--- config.mk ---
export PLATFORM = sky130hd
export DESIGN_NAME = rec_capture_ctrl_flat
export DESIGN_NICKNAME = d
export VERILOG_FILES = /design/src/rtl/rec_pkg.sv /design/src/rtl/rec_capture_ctrl_if.sv /design/src/rtl/rec_capture_ctrl_lrck_edge_sync.sv /design/src/rtl/rec_capture_ctrl.sv /design/src/flat_wrapper.sv
export SDC_FILE = /design/constraint.sdc
export NUM_CORES = 1
export LEC_CHECK = 0
export CORE_ASPECT_RATIO = 0.5
export CORE_UTILIZATION = 52
export DETAILED_ROUTE_END_ITERATION = 10
export GPL_ROUTABILITY_DRIVEN = 0
export GPL_TIMING_DRIVEN = 0
export PLACE_DENSITY_LB_ADDON = 0.1
export REMOVE_ABC_BUFFERS = 1
export SLEW_MARGIN = 20
export SYNTH_ARGS = -nofsm -noshare
export SYNTH_HDL_FRONTEND = slang
export SYNTH_SLANG_ARGS = --single-unit
--- constraint.sdc ---
create_clock -name i_clk -period 5.4 [get_ports i_clk]
set_clock_uncertainty 0.15 [all_clocks]
set_input_delay 0.54 -clock i_clk [delete_from_list [all_inputs] [get_ports i_clk]]
set_output_delay 0.54 -clock i_clk [all_outputs]
set_load 0.05 [all_outputs]
--- src/rtl/rec_pkg.sv ---
// Shared types and constants for the recorder capture controller.
package rec_pkg;

    localparam int unsigned DefDw = 24;
    localparam int unsigned SyncStages = 2;

    typedef enum logic [2:0] {
        StIdle  = 3'd0,
        StArm   = 3'd1,
        StRec   = 3'd2,
        StPause = 3'd3,
        StDone  = 3'd4
    } rec_state_e;

endpackage

--- src/rtl/rec_capture_ctrl_if.sv ---
// Sample-buffer write port: request/address/data from the controller, ack from the memory side.
interface rec_capture_ctrl_if
    import rec_pkg::*;
#(
    parameter int unsigned ADDR_W = 20,
    parameter int unsigned DW     = DefDw
) ();

    logic              o_wr_req;
    logic [ADDR_W-1:0] o_wr_addr;
    logic [DW-1:0]     o_wr_data;
    logic              i_wr_ack;

    modport master (
        output o_wr_req,
        output o_wr_addr,
        output o_wr_data,
        input  i_wr_ack
    );

    modport slave (
        input  o_wr_req,
        input  o_wr_addr,
        input  o_wr_data,
        output i_wr_ack
    );

endinterface

--- src/rtl/rec_capture_ctrl_lrck_edge_sync.sv ---
// Multi-flop synchronizer for an asynchronous clock-like input plus a registered
// one-cycle pulse on each synchronized rising edge.
module lrck_edge_sync
    import rec_pkg::*;
(
    input  logic i_clk,
    input  logic i_rst,
    input  logic i_async,
    output logic o_rise
);

    logic [SyncStages-1:0] sync_q, sync_d;
    logic                  prev_q, prev_d;
    logic                  rise_q, rise_d;

    always_comb begin
        sync_d = {sync_q[SyncStages-2:0], i_async};
        prev_d = sync_q[SyncStages-1];
        rise_d = sync_q[SyncStages-1] & ~prev_q;
    end

    always_ff @(posedge i_clk) begin
        if (i_rst) begin
            sync_q <= '0;
            prev_q <= 1'b0;
            rise_q <= 1'b0;
        end else begin
            sync_q <= sync_d;
            prev_q <= prev_d;
            rise_q <= rise_d;
        end
    end

    assign o_rise = rise_q;

endmodule

--- src/rtl/rec_capture_ctrl.sv ---
// Capture sequencer: turns LRCK sample boundaries into delayed, handshaked writes of
// the filtered sample to consecutive buffer addresses, with start/pause/stop control.
module rec_capture_ctrl
    import rec_pkg::*;
#(
    parameter int unsigned ADDR_W      = 20,
    parameter int unsigned DW          = DefDw,
    parameter int unsigned MAX_SAMPLES = 1048576,
    parameter int unsigned CAPTURE_DLY = 4
) (
    input  logic                 i_clk,
    input  logic                 i_rst,
    input  logic                 i_LRCK,
    input  logic signed [DW-1:0] i_sample,
    input  logic                 i_start,
    input  logic                 i_pause,
    input  logic                 i_stop,
    output logic                 o_rec_en,
    rec_capture_ctrl_if.master   wr,
    output logic [2:0]           o_state,
    output logic [ADDR_W:0]      o_sample_cnt,
    output logic                 o_full,
    output logic                 o_overrun
);

    // Counter holds CAPTURE_DLY-1 so the capture lands exactly CAPTURE_DLY cycles after tick.
    localparam int unsigned DlyW = (CAPTURE_DLY > 1) ? $clog2(CAPTURE_DLY) : 1;
    localparam logic [DlyW-1:0]   DlyLoad = DlyW'(CAPTURE_DLY - 1);
    localparam logic [ADDR_W:0]   MaxCnt  = (ADDR_W + 1)'(MAX_SAMPLES);

    rec_state_e        state_q, state_d;
    logic [DlyW-1:0]   dly_q, dly_d;
    logic              req_q, req_d;
    logic [ADDR_W-1:0] addr_q, addr_d;
    logic [DW-1:0]     data_q, data_d;
    logic [ADDR_W:0]   cnt_q, cnt_d;
    logic              full_q, full_d;
    logic              overrun_q, overrun_d;
    logic              rec_en_q, rec_en_d;
    logic              start_pend_q, start_pend_d;

    logic            tick;
    logic            xfer;
    logic            capture;
    logic            full_hit;
    logic            clear;
    logic [ADDR_W:0] cnt_inc;

    lrck_edge_sync u_lrck_sync (
        .i_clk   (i_clk),
        .i_rst   (i_rst),
        .i_async (i_LRCK),
        .o_rise  (tick)
    );

    assign xfer     = req_q & wr.i_wr_ack;
    assign cnt_inc  = cnt_q + (ADDR_W + 1)'(1);
    assign full_hit = xfer && (cnt_inc == MaxCnt);
    assign capture  = (state_q == StRec) &&
                      ((CAPTURE_DLY == 1) ? tick : (dly_q == DlyW'(1)));

    always_comb begin
        state_d      = state_q;
        dly_d        = dly_q;
        req_d        = req_q;
        addr_d       = addr_q;
        data_d       = data_q;
        cnt_d        = cnt_q;
        full_d       = full_q;
        overrun_d    = overrun_q;
        start_pend_d = 1'b0;
        clear        = 1'b0;

        unique case (state_q)
            StIdle: begin
                if (i_start && !i_pause && !i_stop) begin
                    state_d = StArm;
                    clear   = 1'b1;
                end
            end
            StArm: begin
                if (i_stop) begin
                    state_d = StDone;
                end else if (tick) begin
                    state_d = StRec;
                end
            end
            StRec: begin
                if (i_stop || full_hit) begin
                    state_d = StDone;
                end else if (i_pause) begin
                    state_d = StPause;
                end
            end
            StPause: begin
                if (i_stop || full_hit) begin
                    state_d = StDone;
                end else if (i_start) begin
                    state_d = StRec;
                end
            end
            StDone: begin
                // A restart must not clear the address under an outstanding write.
                if (!i_stop && ((i_start && !i_pause) || start_pend_q)) begin
                    if (req_q) begin
                        start_pend_d = 1'b1;
                    end else begin
                        state_d = StArm;
                        clear   = 1'b1;
                    end
                end
            end
            default: state_d = StIdle;
        endcase

        if (state_q == StRec) begin
            if (tick) begin
                dly_d = DlyLoad;
            end else if (dly_q != '0) begin
                dly_d = dly_q - DlyW'(1);
            end
        end else begin
            dly_d = '0;
        end

        if (xfer) begin
            req_d = 1'b0;
            cnt_d = cnt_inc;
            if (full_hit) begin
                full_d = 1'b1;
            end else begin
                addr_d = addr_q + ADDR_W'(1);
            end
        end

        if (capture) begin
            if (req_q) begin
                overrun_d = 1'b1;
            end else begin
                req_d  = 1'b1;
                data_d = i_sample;
            end
        end

        if (clear) begin
            addr_d    = '0;
            cnt_d     = '0;
            full_d    = 1'b0;
            overrun_d = 1'b0;
        end

        rec_en_d = (state_d == StArm) || (state_d == StRec) || (state_d == StPause);
    end

    always_ff @(posedge i_clk) begin
        if (i_rst) begin
            state_q      <= StIdle;
            dly_q        <= '0;
            req_q        <= 1'b0;
            addr_q       <= '0;
            data_q       <= '0;
            cnt_q        <= '0;
            full_q       <= 1'b0;
            overrun_q    <= 1'b0;
            rec_en_q     <= 1'b0;
            start_pend_q <= 1'b0;
        end else begin
            state_q      <= state_d;
            dly_q        <= dly_d;
            req_q        <= req_d;
            addr_q       <= addr_d;
            data_q       <= data_d;
            cnt_q        <= cnt_d;
            full_q       <= full_d;
            overrun_q    <= overrun_d;
            rec_en_q     <= rec_en_d;
            start_pend_q <= start_pend_d;
        end
    end

    assign o_state      = state_q;
    assign o_rec_en     = rec_en_q;
    assign o_sample_cnt = cnt_q;
    assign o_full       = full_q;
    assign o_overrun    = overrun_q;
    assign wr.o_wr_req  = req_q;
    assign wr.o_wr_addr = addr_q;
    assign wr.o_wr_data = data_q;

endmodule
--- src/flat_wrapper.sv ---
// flat-port wrapper written by rule: the top's interface ports become plain ports
module rec_capture_ctrl_flat import rec_pkg::*;
#(
    parameter int unsigned ADDR_W      = 20,
    parameter int unsigned DW          = DefDw,
    parameter int unsigned MAX_SAMPLES = 1048576,
    parameter int unsigned CAPTURE_DLY = 4
)
  (i_clk, i_rst, i_LRCK, i_sample, i_start, i_pause, i_stop, o_rec_en, o_state, o_sample_cnt, o_full, o_overrun, wr_o_wr_req, wr_o_wr_addr, wr_o_wr_data, wr_i_wr_ack);
  rec_capture_ctrl_if #(.ADDR_W(ADDR_W), .DW(DW)) wr_i ();
  input  logic i_clk;
  input  logic i_rst;
  input  logic i_LRCK;
  input  logic signed [DW-1:0] i_sample;
  input  logic i_start;
  input  logic i_pause;
  input  logic i_stop;
  output logic o_rec_en;
  output logic [2:0] o_state;
  output logic [ADDR_W:0] o_sample_cnt;
  output logic o_full;
  output logic o_overrun;
  output wire logic [$bits(wr_i.o_wr_req)-1:0] wr_o_wr_req;
  output wire logic [$bits(wr_i.o_wr_addr)-1:0] wr_o_wr_addr;
  output wire logic [$bits(wr_i.o_wr_data)-1:0] wr_o_wr_data;
  input wire logic [$bits(wr_i.i_wr_ack)-1:0] wr_i_wr_ack;
  assign wr_o_wr_req = wr_i.o_wr_req;
  assign wr_o_wr_addr = wr_i.o_wr_addr;
  assign wr_o_wr_data = wr_i.o_wr_data;
  assign wr_i.i_wr_ack = wr_i_wr_ack;
  rec_capture_ctrl #(.ADDR_W(ADDR_W), .DW(DW), .MAX_SAMPLES(MAX_SAMPLES), .CAPTURE_DLY(CAPTURE_DLY)) u_core (.i_clk(i_clk), .i_rst(i_rst), .i_LRCK(i_LRCK), .i_sample(i_sample), .i_start(i_start), .i_pause(i_pause), .i_stop(i_stop), .o_rec_en(o_rec_en), .wr(wr_i), .o_state(o_state), .o_sample_cnt(o_sample_cnt), .o_full(o_full), .o_overrun(o_overrun));
endmodule
# --- Yosys cells after proc, flatten, opt, wreduce, memory -nomap -nowiden ---
# Cells that the tools add are included.
word_totals:
  register_bits: 79
  input_bits: 31
  output_inout_bits: 72
classes:
  n_addsub: 3
  eq_ne: 9
  muxes: 20
  n_bitwise: 8
  n_reduce_logical: 21
op_table:
  columns: ["cell", "n"]
  rows:
  - ["$mux 3", 9]
  - ["$add 21x1->21 const B", 1]
  - ["$eq 21x21->1 const B", 1]
  - ["$add 20x1->20 const B", 1]
  - ["$pmux 3 s5", 1]
  - ["$eq 3x2->1 const B", 4]
  - ["$reduce_and 2->1", 4]
  - ["$mux 1", 7]
  - ["$eq 3x1->1 const B", 2]
  - ["$not 1->1", 6]
  - ["$logic_and 1x1->1", 5]
  - ["$logic_or 1x1->1", 4]
  - ["$mux 2", 2]
  - ["$reduce_bool 2->1", 2]
  - ["$reduce_or 2->1", 2]
  - ["$eq 3x3->1 const B", 1]
  - ["$logic_not 3->1", 1]
  - ["$reduce_or 3->1", 1]
  - ["$and 1x1->1", 2]
  - ["$eq 2x1->1 const B", 1]
  - ["$logic_not 1->1", 2]
  - ["$pmux 1 s2", 1]
  - ["$sub 2x1->2 const B", 1]

# --- Longest topological paths before layout ---
depth:
  word_depth: 9
  mapped_depth: 11
  ltp_nobuf: 8

# --- Cells and area by module ---
# From an unflattened synthesis, not the netlist that was laid out.
hier_totals:
  hier_cells: 475
  hier_area_um2: 3925.0
modules_own_cells:
  columns: ["module", "n_inst", "cells_per_inst", "area_each_um2", "seq_area_each_um2"]
  rows:
  - ["rec_capture_ctrl", 1, 467, 3813.7, 1501.4]
  - ["lrck_edge_sync", 1, 8, 111.4, 80.1]

# --- Least setup slack after synthesis ---
# Ideal clock, no wire load.
synth_timing:
  path_type: "reg2reg"
  startpoint: "register u_core.cnt_q[0], in the netlist u_core.o_sample_cnt[0]"
  endpoint: "register u_core.state_q[0], in the netlist u_core.o_state[0]"
  setup_ps: 146
  arrival_ps: 3274
  required_ps: 5104
  setup_slack_ps: 1830
  stages_incl_launch_ff: 10
  n_path_buf: 1
  path_cell_list: "dfxtp_1 ha_1 nand3_2 or3_1 buf_2 or4b_1 a2111o_1 or4_1 o21ai_2 o32ai_1"
synth_between:
  elab_chain_cells: 6
  elab_cells_between_ends: 7
  classes_between: "add/sub (1); eq/ne (1); mux (3); reduce/logical (2)"
synth_lines:
  columns: ["element", "line_no", "source"]
  rows:
  - ["start, declared", "rec_capture_ctrl.sv:36", "logic [ADDR_W:0] cnt_q, cnt_d;"]
  - ["start signal, assigned", "rec_capture_ctrl.sv:173", "cnt_q <= cnt_d;"]
  - ["$add 21x1->21 *", "rec_capture_ctrl.sv:57", "assign cnt_inc = cnt_q + (ADDR_W + 1)'(1);"]
  - ["$eq 21x21->1 *", "rec_capture_ctrl.sv:58", "assign full_hit = xfer && (cnt_inc == MaxCnt);"]
  - ["$logic_and 1x1->1 *", "rec_capture_ctrl.sv:58", null]
  - ["$logic_or 1x1->1 *", "rec_capture_ctrl.sv:89, rec_capture_ctrl.sv:96", null]
  - ["$mux 3 (on tied branches)", "rec_capture_ctrl.sv:96, rec_capture_ctrl.sv:89", null]
  - ["$pmux 3 s5 *", "rec_capture_ctrl.sv:74", "unique case (state_q)"]
  - ["end signal, assigned", "rec_capture_ctrl.sv:157", "state_q <= StIdle;"]
  - ["end signal, assigned", "rec_capture_ctrl.sv:168", "state_q <= state_d;"]
  - ["end, declared", "rec_capture_ctrl.sv:31", "rec_state_e state_q, state_d;"]
# Every way passes the cells marked *; elsewhere a longest branch is shown, timed or not.
# A chain may end at the register's enable or synchronous reset.

# --- Worst setup path in the final report ---
layout_timing:
  startpoint: "register u_core.cnt_q[0], in the netlist u_core.o_sample_cnt[0]"
  endpoint: "register u_core.addr_q[0], in the netlist u_core.wr.o_wr_addr[0]"
layout_between:
  elab_chain_cells: 5
layout_lines:
  columns: ["element", "line_no", "source"]
  rows:
  - ["$add 21x1->21", "rec_capture_ctrl.sv:57", null]
  - ["$eq 21x21->1", "rec_capture_ctrl.sv:58", null]
  - ["$logic_and 1x1->1", "rec_capture_ctrl.sv:58", null]
  - ["$not 1->1 (no line)", null, null]
  - ["$reduce_and 2->1 (no line)", null, null]
  - ["end signal, assigned", "rec_capture_ctrl.sv:171", "addr_q <= addr_d;"]
  - ["end, declared", "rec_capture_ctrl.sv:34", "logic [ADDR_W-1:0] addr_q, addr_d;"]
# No other way between the ends.

==> metrics.yaml <==
outcome: "finished, final reports clean"
finalHoldViolCount: 0
path_clk_slew_ns: 0.06
r2r_end: "u_core.wr.o_wr_addr[0]"
cp-end-kind: "flip-flop"
row_count: 21
start_util_pct: 54.9
ant_nets: 0
switchingPower_mw: 0.245
p_int_mw: 1.05
yosysUniqueCellTypes: 55
syn_inst: 461
die_w_um: 122
min_path_type: "flip-flop to flip-flop"
crit_required_ns: 5.42
cp_slowest_cell: "nor4_4"
clock-sinks: 79
routed_wirelength_mm: 8.90
fill_cells: 540
cp_slowest_stage_delay_ns: 0.67
critPathMaxFanout: 21
multi_input_area_mm2: 0.00198
cp_cell_sequence: "ha_1, nand3_2, or3_1, or4b_1, a2111o_1, nor4_4, buf_4, or3_1, a21oi_1"
endpoint: "u_core.wr.o_wr_addr[0]"
vias_per_cell: 5.55
mostFrequentLayoutCells: "clkdlybuf4s50_1 (101), dfxtp_1 (79), nand2_1 (78), a21oi_1 (52), nor2_1 (38)"
dp_hpwl_mm: 5.89
grt_pass1_vias: 3033
instances_no_fill: 639
r2r_cells: 9
cts_root_buf: "clkbuf_16"
grt_max_degree: 44
ys_seq_area_share_pct: 42.3
wl_per_cell_um: 13.9
drt_first_pass_iters: 5
crit_arrival_ns: 4.01
die_y_um: 61.9
tritoncts: "built"
fin_setup_tns_ns: 0
area_delta_synth_final_pct: 35.7
numCtsBuffers: 9
gr-usage-all-layers_pct: 23.6
sequentialPowerShare_pct: 45.4
final-max-slew-violation-count: 0
htreeDepth: 3
ys_ff_latch: 79
diodes: 0
clockPowerShare_pct: 51.3
power.density_mw_per_mm2: 255
core_mm2: 0.00681
p_total_mw: 1.29
worst_pin_slew_ns: 0.920
drive_gt1_share_pct: 5.30
drc: 0
clock_latency_ns: 0.33
ys_warn_count: 0
placed_cells_incl_taps: 624
worstSetupPathType: "flip-flop to flip-flop"
layout_commonest_cell: "clkdlybuf4s50_1"
period_share_pct: 73.8
fmax_mhz: 251
syn_area_per_cell_um2: 8.11
startpoint: "u_core.o_sample_cnt[0]"
cpMostUsedCell: "or3_1"
ir_drop_mv: 0.186
fin_nets: 579
drv_cap: 0
io_pins: 103
r2r_start: "u_core.o_sample_cnt[0]"
die_area_mm2: 0.00755
crit_cells: 9
seq_area_mm2: 0.00158
ctsLongestPathBuffers: 2
swShare_pct: 19.0
synthArstFlopShare_pct: 0
r2r_slack_ns: 1.41
ctsResizeCount: 0
start_kind: "flip-flop"
cts_hold_buf: 0
antenna_found_initial: 0
finalInstanceArea_mm2: 0.00507
grt_pass1_wl_mm: 13.9
io_buffers: 102
synth_ff_type: "dfxtp_1"
synth_edf_count: 0
pwr-share-comb_pct: 3.4
drt-initial-drc-count: 201
critPathTopFamily: "simple AND/OR/NAND/NOR gates"
layout_min_cycle_time_ns: 3.99
worstPathBufferInverterCount: 1
finalSetupViolCount: 0
grt_overflow: 0
leakagePower_nw: 1.68
rsz0062_at_grt: "false"
relSlewSlack_pct: 38.6
syn_area_mm2: 0.00374
dr_total_vias: 3547
place_area_mm2: 0.00474
postCtsSetupRepairBufs: 0
==> Yosys cell counts, drive strengths merged (6+ instances only) <==
cell	number	area (um^2)
nand4	16	106
xnor2	11	96.3
nand2	78	293
nor2	38	143
clkbuf	20	75.1
xor2	11	96.3
nor3	10	50.1
nand3	10	55.1
or3	13	81.3
nor2b	6	37.5
o31ai	12	90.1
a21oi	52	260
o21ai	12	63.8
or4	18	135
buf	13	81.3
and3	8	50.1
dfxtp	79	1580
==> sequential cells by signal, indices dropped and copies added (netlist names) <==
signal,flops
u_core.dly_q,2
u_core.o_full,1
u_core.o_overrun,1
u_core.o_rec_en,1
u_core.o_sample_cnt,21
u_core.o_state,3
u_core.start_pend_q,1
u_core.u_lrck_sync.o_rise,1
u_core.u_lrck_sync.prev_q,1
u_core.u_lrck_sync.sync_q,2
u_core.wr.o_wr_addr,20
u_core.wr.o_wr_data,24
u_core.wr.o_wr_req,1
==> kinds of logic after synthesis <==
family          share of synthesized area, %
xor+xnor                                5.16
mux                                    0.837
simple gates                            29.9
fa+ha+maj                               1.67
flops                                   42.3
buf+inv                                 4.69
compound gates                          15.4
==> power groups by stage <==
stage	combinational, mW	clock [mW]	sequential [mW]
after floorplan	0.0104	0	0.601
after global placement	0.0440	0	0.599
after detailed placement	0.0433	0	0.599
after CTS	0.0439	0.671	0.586
after global routing	0.0470	0.704	0.586
final	0.0437	0.663	0.586
==> layer usage <==
metal / track usage (%) / up-vias / wire length (um)
met5: 0 / - / 0
met4: 7.23 / 0 / 42
met3: 6.75 / 7 / 651
met2: 41.2 / 98 / 4050
met1: 29.1 / 1646 / 4160
li1: - / 1796 / -
==> layout make-up <==
class / count / area share [%]
sequential: 79 / 31.2
inverter: 5 / 0.370
clock inverter: 3 / 1.28
clock buffer: 12 / 5.26
multi-input combinational: 344 / 39.1
timing repair buffer: 104 / 20.5
tap: 92 / 2.27
==> metrics by stage <==
stage               util (%)  setup slack (ns)  hold WS [ns]
floorplan                  -              1.38         0.217
global placement        69.3              1.21         0.225
detailed placement      69.6              1.47         0.238
CTS                     74.5              1.43         0.241
global route            74.5              1.14         0.270
finish                  74.5              1.41         0.241
==> how the worst min path moves through the flow <==
stage | start | to | slack, ns | cells after the start
after global placement | u_core.u_lrck_sync.prev_q | u_core.u_lrck_sync.o_rise | 0.22 | 1
after detailed placement | u_core.u_lrck_sync.prev_q | u_core.u_lrck_sync.o_rise | 0.24 | 1
final | u_core.u_lrck_sync.prev_q | u_core.u_lrck_sync.o_rise | 0.24 | 1
after CTS | u_core.u_lrck_sync.prev_q | u_core.u_lrck_sync.o_rise | 0.24 | 1
after floorplan | u_core.u_lrck_sync.prev_q | u_core.u_lrck_sync.o_rise | 0.22 | 1
after global routing | u_core.u_lrck_sync.prev_q | u_core.u_lrck_sync.o_rise | 0.27 | 1
Power figures use the tool's default switching activity.
